==> src/rtl/vga_sprite_fetch_if.sv <==
// Memory read port between the sprite fetcher (master) and the shared-memory
// arbiter (slave). Address is held with mem_req until mem_gnt; read data
// returns exactly one cycle after the granted cycle.
interface vga_sprite_fetch_if #(
    parameter int ADDR_W = 16
);
    logic              mem_req;
    logic [ADDR_W-1:0] mem_addr;
    logic              mem_gnt;
    logic [15:0]       mem_rdata;

    modport master (output mem_req, mem_addr, input  mem_gnt, mem_rdata);
    modport slave  (input  mem_req, mem_addr, output mem_gnt, mem_rdata);
endinterface

==> src/rtl/vga_sprite_fetch.sv <==
// Per-frame sprite/attribute fetcher for the VGA bit generator.
// On frame_start, reads 8 words from BASE_ADDR.. into a fill buffer, then
// copies the whole fill buffer into the display buffer in one cycle so the
// VGA side never sees a mix of two frames. The display word is selected by
// a free-running 3-bit counter with no index latency.
module vga_sprite_fetch #(
    parameter int              ADDR_W    = 16,
    parameter logic [ADDR_W-1:0] BASE_ADDR = '0
) (
    input  logic                clk_50MHz,
    input  logic                clear,
    input  logic                frame_start,
    vga_sprite_fetch_if.master  mem,
    output logic [2:0]          vga_counter,
    output logic [15:0]         data_from_mem_vga,
    output logic                busy,
    output logic                overrun,
    input  logic                overrun_clr
);

    typedef enum logic [1:0] {
        IDLE   = 2'd0,
        REQ    = 2'd1,
        WAIT   = 2'd2,
        COMMIT = 2'd3
    } state_t;

    state_t            state_q;
    logic [2:0]        issue_idx_q;
    logic [2:0]        rcv_idx_q;
    logic              gnt_last_q;
    logic              mem_req_q;
    logic [ADDR_W-1:0] mem_addr_q;
    logic              busy_q;
    logic              overrun_q, overrun_d;
    logic [2:0]        vga_cnt_q;
    logic [7:0][15:0]  fill_q;
    logic [7:0][15:0]  disp_q;

    logic              start_fetch;
    logic              gnt_accept;
    logic              rcv_done;
    logic [2:0]        issue_idx_d;
    logic [ADDR_W-1:0] addr_d;

    // A fetch only starts from IDLE; frame_start anywhere else is an overrun.
    assign start_fetch = (state_q == IDLE) && frame_start;
    // A grant only counts while we are actually requesting.
    assign gnt_accept  = mem_req_q && mem.mem_gnt;
    // Eighth word lands on the coming edge.
    assign rcv_done    = gnt_last_q && (rcv_idx_q == 3'd7);
    assign issue_idx_d = issue_idx_q + 3'd1;
    // Address wraps modulo 2^ADDR_W past the top of memory.
    assign addr_d      = BASE_ADDR + ADDR_W'(issue_idx_d);

    // Fetch sequencer: issues 8 addresses, waits for the last word, commits.
    always_ff @(posedge clk_50MHz or negedge clear) begin
        if (!clear) begin
            state_q     <= IDLE;
            issue_idx_q <= '0;
            mem_req_q   <= 1'b0;
            mem_addr_q  <= BASE_ADDR;
            busy_q      <= 1'b0;
        end else begin
            case (state_q)
                IDLE: begin
                    if (frame_start) begin
                        state_q     <= REQ;
                        issue_idx_q <= '0;
                        mem_req_q   <= 1'b1;
                        mem_addr_q  <= BASE_ADDR;
                        busy_q      <= 1'b1;
                    end
                end
                REQ: begin
                    // Without a grant the address is held unchanged.
                    if (gnt_accept) begin
                        if (issue_idx_q == 3'd7) begin
                            state_q     <= WAIT;
                            issue_idx_q <= '0;
                            mem_req_q   <= 1'b0;
                            mem_addr_q  <= BASE_ADDR;
                        end else begin
                            issue_idx_q <= issue_idx_d;
                            mem_addr_q  <= addr_d;
                        end
                    end
                end
                WAIT: begin
                    if (rcv_done) state_q <= COMMIT;
                end
                COMMIT: begin
                    state_q <= IDLE;
                    busy_q  <= 1'b0;
                end
                default: begin
                    state_q   <= IDLE;
                    mem_req_q <= 1'b0;
                    busy_q    <= 1'b0;
                end
            endcase
        end
    end

    // Receive path: store the word returned one cycle after each grant.
    always_ff @(posedge clk_50MHz or negedge clear) begin
        if (!clear) begin
            gnt_last_q <= 1'b0;
            rcv_idx_q  <= '0;
            fill_q     <= '0;
        end else begin
            gnt_last_q <= gnt_accept;
            if (start_fetch) begin
                rcv_idx_q <= '0;
            end else if (gnt_last_q) begin
                fill_q[rcv_idx_q] <= mem.mem_rdata;
                rcv_idx_q         <= rcv_idx_q + 3'd1;
            end
        end
    end

    // Display buffer: whole-block copy on the edge leaving COMMIT only.
    always_ff @(posedge clk_50MHz or negedge clear) begin
        if (!clear)                  disp_q <= '0;
        else if (state_q == COMMIT)  disp_q <= fill_q;
    end

    // Free-running word index for the VGA side.
    always_ff @(posedge clk_50MHz or negedge clear) begin
        if (!clear) vga_cnt_q <= '0;
        else        vga_cnt_q <= vga_cnt_q + 3'd1;
    end

    // Overrun next state: a new overrun event beats a simultaneous clear.
    always_comb begin
        overrun_d = overrun_q;
        if (overrun_clr)                        overrun_d = 1'b0;
        if (frame_start && (state_q != IDLE))   overrun_d = 1'b1;
    end

    // Sticky overrun flag.
    always_ff @(posedge clk_50MHz or negedge clear) begin
        if (!clear) overrun_q <= 1'b0;
        else        overrun_q <= overrun_d;
    end

    assign mem.mem_req       = mem_req_q;
    assign mem.mem_addr      = mem_addr_q;
    assign vga_counter       = vga_cnt_q;
    assign data_from_mem_vga = disp_q[vga_cnt_q];
    assign busy              = busy_q;
    assign overrun           = overrun_q;

endmodule

==> src/flat_wrapper.sv <==
// flat-port wrapper written by rule: the top's interface ports become plain ports
module vga_sprite_fetch_flat 
#(
    parameter int              ADDR_W    = 16,
    parameter logic [ADDR_W-1:0] BASE_ADDR = '0
)
  (clk_50MHz, clear, frame_start, vga_counter, data_from_mem_vga, busy, overrun, overrun_clr, mem_mem_req, mem_mem_addr, mem_mem_gnt, mem_mem_rdata);
  vga_sprite_fetch_if #(.ADDR_W(ADDR_W)) mem_i ();
  input  logic clk_50MHz;
  input  logic clear;
  input  logic frame_start;
  output logic [2:0] vga_counter;
  output logic [15:0] data_from_mem_vga;
  output logic busy;
  output logic overrun;
  input  logic overrun_clr;
  output wire logic [$bits(mem_i.mem_req)-1:0] mem_mem_req;
  output wire logic [$bits(mem_i.mem_addr)-1:0] mem_mem_addr;
  input wire logic [$bits(mem_i.mem_gnt)-1:0] mem_mem_gnt;
  input wire logic [$bits(mem_i.mem_rdata)-1:0] mem_mem_rdata;
  assign mem_mem_req = mem_i.mem_req;
  assign mem_mem_addr = mem_i.mem_addr;
  assign mem_i.mem_gnt = mem_mem_gnt;
  assign mem_i.mem_rdata = mem_mem_rdata;
  vga_sprite_fetch #(.ADDR_W(ADDR_W), .BASE_ADDR(BASE_ADDR)) u_core (.clk_50MHz(clk_50MHz), .clear(clear), .frame_start(frame_start), .mem(mem_i), .vga_counter(vga_counter), .data_from_mem_vga(data_from_mem_vga), .busy(busy), .overrun(overrun), .overrun_clr(overrun_clr));
endmodule
==> config.mk <==
export PLATFORM = sky130hd
export DESIGN_NAME = vga_sprite_fetch_flat
export DESIGN_NICKNAME = d
export VERILOG_FILES = /design/src/rtl/vga_sprite_fetch_if.sv /design/src/rtl/vga_sprite_fetch.sv /design/src/flat_wrapper.sv
export SDC_FILE = /design/constraint.sdc
export NUM_CORES = 1
export LEC_CHECK = 0
export BUFFER_PORTS_ARGS = -buffer_cell sky130_fd_sc_hd__buf_2
export CAP_MARGIN = 20
export CORE_ASPECT_RATIO = 0.5
export CORE_MARGIN = 8
export CORE_UTILIZATION = 45
export DETAILED_ROUTE_END_ITERATION = 8
export PLACE_DENSITY = 0.63
export SYNTH_ARGS = -nofsm -noshare
export SYNTH_HDL_FRONTEND = slang
export SYNTH_SLANG_ARGS = --single-unit
==> constraint.sdc <==
create_clock -name clk_50MHz -period 2.5 [get_ports clk_50MHz]
set_input_delay 0.25 -clock clk_50MHz [delete_from_list [all_inputs] [get_ports clk_50MHz]]
set_output_delay 0.25 -clock clk_50MHz [all_outputs]
set_load 0.02 [all_outputs]
==> results.tsv <==
metric	value	unit
cp_num_buf_inv	2	
gr-usage-all-layers	14.3	%
detailed_place_hpwl	13300	um
antenna_found_initial	1	
timing.setup.critical_path_class	register to output port	
multi_input_comb_area	4430	um^2
cp_top_family	multiplexers	
total_grt_overflow	0	
cts_sinks	271	
first_global_vias	6364	
p_leak	5.81	nW
cts.path.max_buffers	3	
path_cells	buf_12 -> mux4_2 -> mux2_2 -> buf_2	
design_power_total	16.3	mW
num_rows	41	
postPlaceCellArea	12200	um^2
vias_per_cell	5.29	
setup.worst_path.end_class	output port	
critical_path_arrival	2.17	ns
max-vdd-ir-drop	0.488	mV
area_growth_syn_to_layout	12.2	%
synth_top_cell_by_area	dfrtp_1	
timing.hold.worst_path_depth	3	
setup.worst_path.start_class	register	
postSynthRegisterBits	271	
detailedRoute.firstPassIterationCount	4	
yosys-top-cells-area	dfrtp_1, mux2_2, mux4_2	
finalSetupViolCount	0	
hold_ws	0.0238	ns
ant_nets	0	
syn_area	11500	um^2
die_x	243	um
hold_violations	0	
final_period_minus_worst_setup_slack	2.42	ns
antenna-diode-count	0	
cp.depth	4	
number_of_non_filler_instances_in_the_completed_layout	1101	
total_power_per_unit_cell_area	1260	nW/um^2
io_pins	59	
drcViolationCount	0	
critical-path-max-stage-delay	0.55	ns
totalWireLength	22100	um
post-route-cell-area	13000	um^2
synth_cell_type_count	42	
final.setup_skew	0.0152	ns
yosys_top_cell_area_share	58.7	%
dr_total_vias	5827	
numPlacedInstances	1055	
run_status	finished, final reports clean	
clock_insertion_delay_worst_skew	0.52	ns
maxSlewHeadroom	53.4	%
drt-initial-drc-count	404	
synth.yosys.warnings	0	
post_route_cells_drive_above_1_share	54.2	%
timing.final.crit_share	96.7	%
timing.reg2reg.worst_path_depth	5	
die-area	31400	um^2
layout.cells.most_common_list	dfrtp_1, mux2_2, buf_2	
syn_avg_cell_area	16.8	um^2
worstPathMaxFanout	20	
placeableCoreArea	25200	um^2
synth_sequential_area_ratio	58.7	%
clock_tree_from_tritoncts	yes	
count_of_mapped_cells_out_of_synthesis	689	
place_congestion	0.738	
wire_length_of_the_first_global_routing_pass	36100	um
filler_cell_count	2047	
largest_net_degree_at_the_start_of_global_routing	94	
dieHeight	129	um
number_of_max_slew_violations_in_the_final_report	0	
htreeDepth	1	
layout.area.seq	6780	um^2
drv_cap	0	
critPathSlowestCell	mux4_2	
start_util	45.8	%
critPathRequiredTime	2.25	ns
cts.root.buffer_cell	clkbuf_16	
fin_ws	0.0835	ns
final_common_cell	dfrtp_1	
fin_nets	770	
preCtsSetupSlack	0.372	ns
worst-slew-pin-transition	0.697	ns
min_delay_path_class	input port to register	
numCtsBuffers	25	
unrepaired_setup_endpoints_after_global_routing	false	
finish.utilization	51.4	%
detail_route.wl_per_cell	20.1	um
final.setup.tns	0	ns
clkSlewWorstSetupHoldPaths	0.07	ns
fmax	0.414	GHz
placement.io_buffers	45	
[state kept, by name, indices dropped and copies added (netlist names)]
signal and flops:
u_core.disp_q 128, u_core.fill_q 128, u_core.mem.mem_addr 3, u_core.rcv_idx_q 3, u_core.vga_counter 3, u_core.state_q 2, u_core.busy 1, u_core.gnt_last_q 1
u_core.mem.mem_req 1, u_core.overrun 1
[power by group]
group          internal (mW)  switching (mW)
clock network           2.03            1.58
logic                   3.19            1.97
registers               6.46            1.04
total                   11.7            4.60
[what timing repair did]
| action | 4_1_cts | 5_1_grt |
|---|---|---|
| pin swaps | 0 | 0 |
| hold buffers | 2 | 0 |
| setup endpoints to repair | 7 | 6 |
| buffers inserted | 0 | 0 |
| gates resized for setup | 1 | 2 |
| endpoints found under the hold margin | 57 | 0 |
[area by class of cell]
cell class                      count  area share [%]
Tap cell                          344            3.32
Multi-Input combinational cell    368            34.2
Sequential cell                   271            52.3
Clock inverter                      3           0.164
Clock buffer                       41            5.75
Timing Repair Buffer               65            3.94
Inverter                            9           0.261
[synth_stat cells (all sizes together)]
cell       n
buf       46
mux4      32
xnor2      1
o22ai      1
and4b      1
xor2       1
and3       1
a21oi      5
nor3b      2
ha         9
mux2i      5
o2bb2ai    1
o21ai      1
nand4b     1
dfrtp    271
conb       1
and2b      1
clkbuf     7
a221o      1
inv        9
nand4      1
nor2b      1
nand3      3
a21boi     1
a211oi     2
nor2       1
nand2b     1
nand2      6
a22o       1
and4       1
mux2     274
[cells by family (layout without fill, tap and decap cells)]
group	after synthesis	in the layout	synth area share [%]
flip-flops	271	271	58.7
buffers and inverters	62	118	3.40
adder cells (fa/ha/maj)	9	9	0.975
multiplexers	311	311	34.4
AND/OR/NAND/NOR	20	20	1.42
AO/OA/AOI/OAI	13	13	0.921
other	1	13	0.0325
XOR/XNOR	2	2	0.152
[path summary, 6_finish.rpt]
check,start,end,slack (ns)
hold reg to reg,u_core.fill_q[86],u_core.disp_q[86],0.49
max in group asynchronous,clear,u_core.disp_q[2],1.38
setup / recovery,u_core.vga_counter[0],data_from_mem_vga[2],0.08
setup reg to reg,u_core.state_q[0],u_core.fill_q[116],0.38
min in group asynchronous,clear,u_core.fill_q[81],0.26
hold / removal,mem_mem_gnt,u_core.gnt_last_q,0.02
[routing by layer]
layer,track usage [%],share of wire (%)
met5,0,0.059
met1,20.3,48
met4,3.46,2.0
met2,23.1,46
met3,2.44,3.4
[worst reg2reg max path, delay by kind of cell, from the launching register on]
family | cells | cell delay, ns
AND/OR/NAND/NOR | 1 | 0.52
flip-flops | 1 | 0.42
multiplexers | 1 | 0.39
AO/OA/AOI/OAI | 1 | 0.30
adder cells (fa/ha/maj) | 1 | 0.27
buffers and inverters | 1 | 0.10
Power figures use the tool's default switching activity.
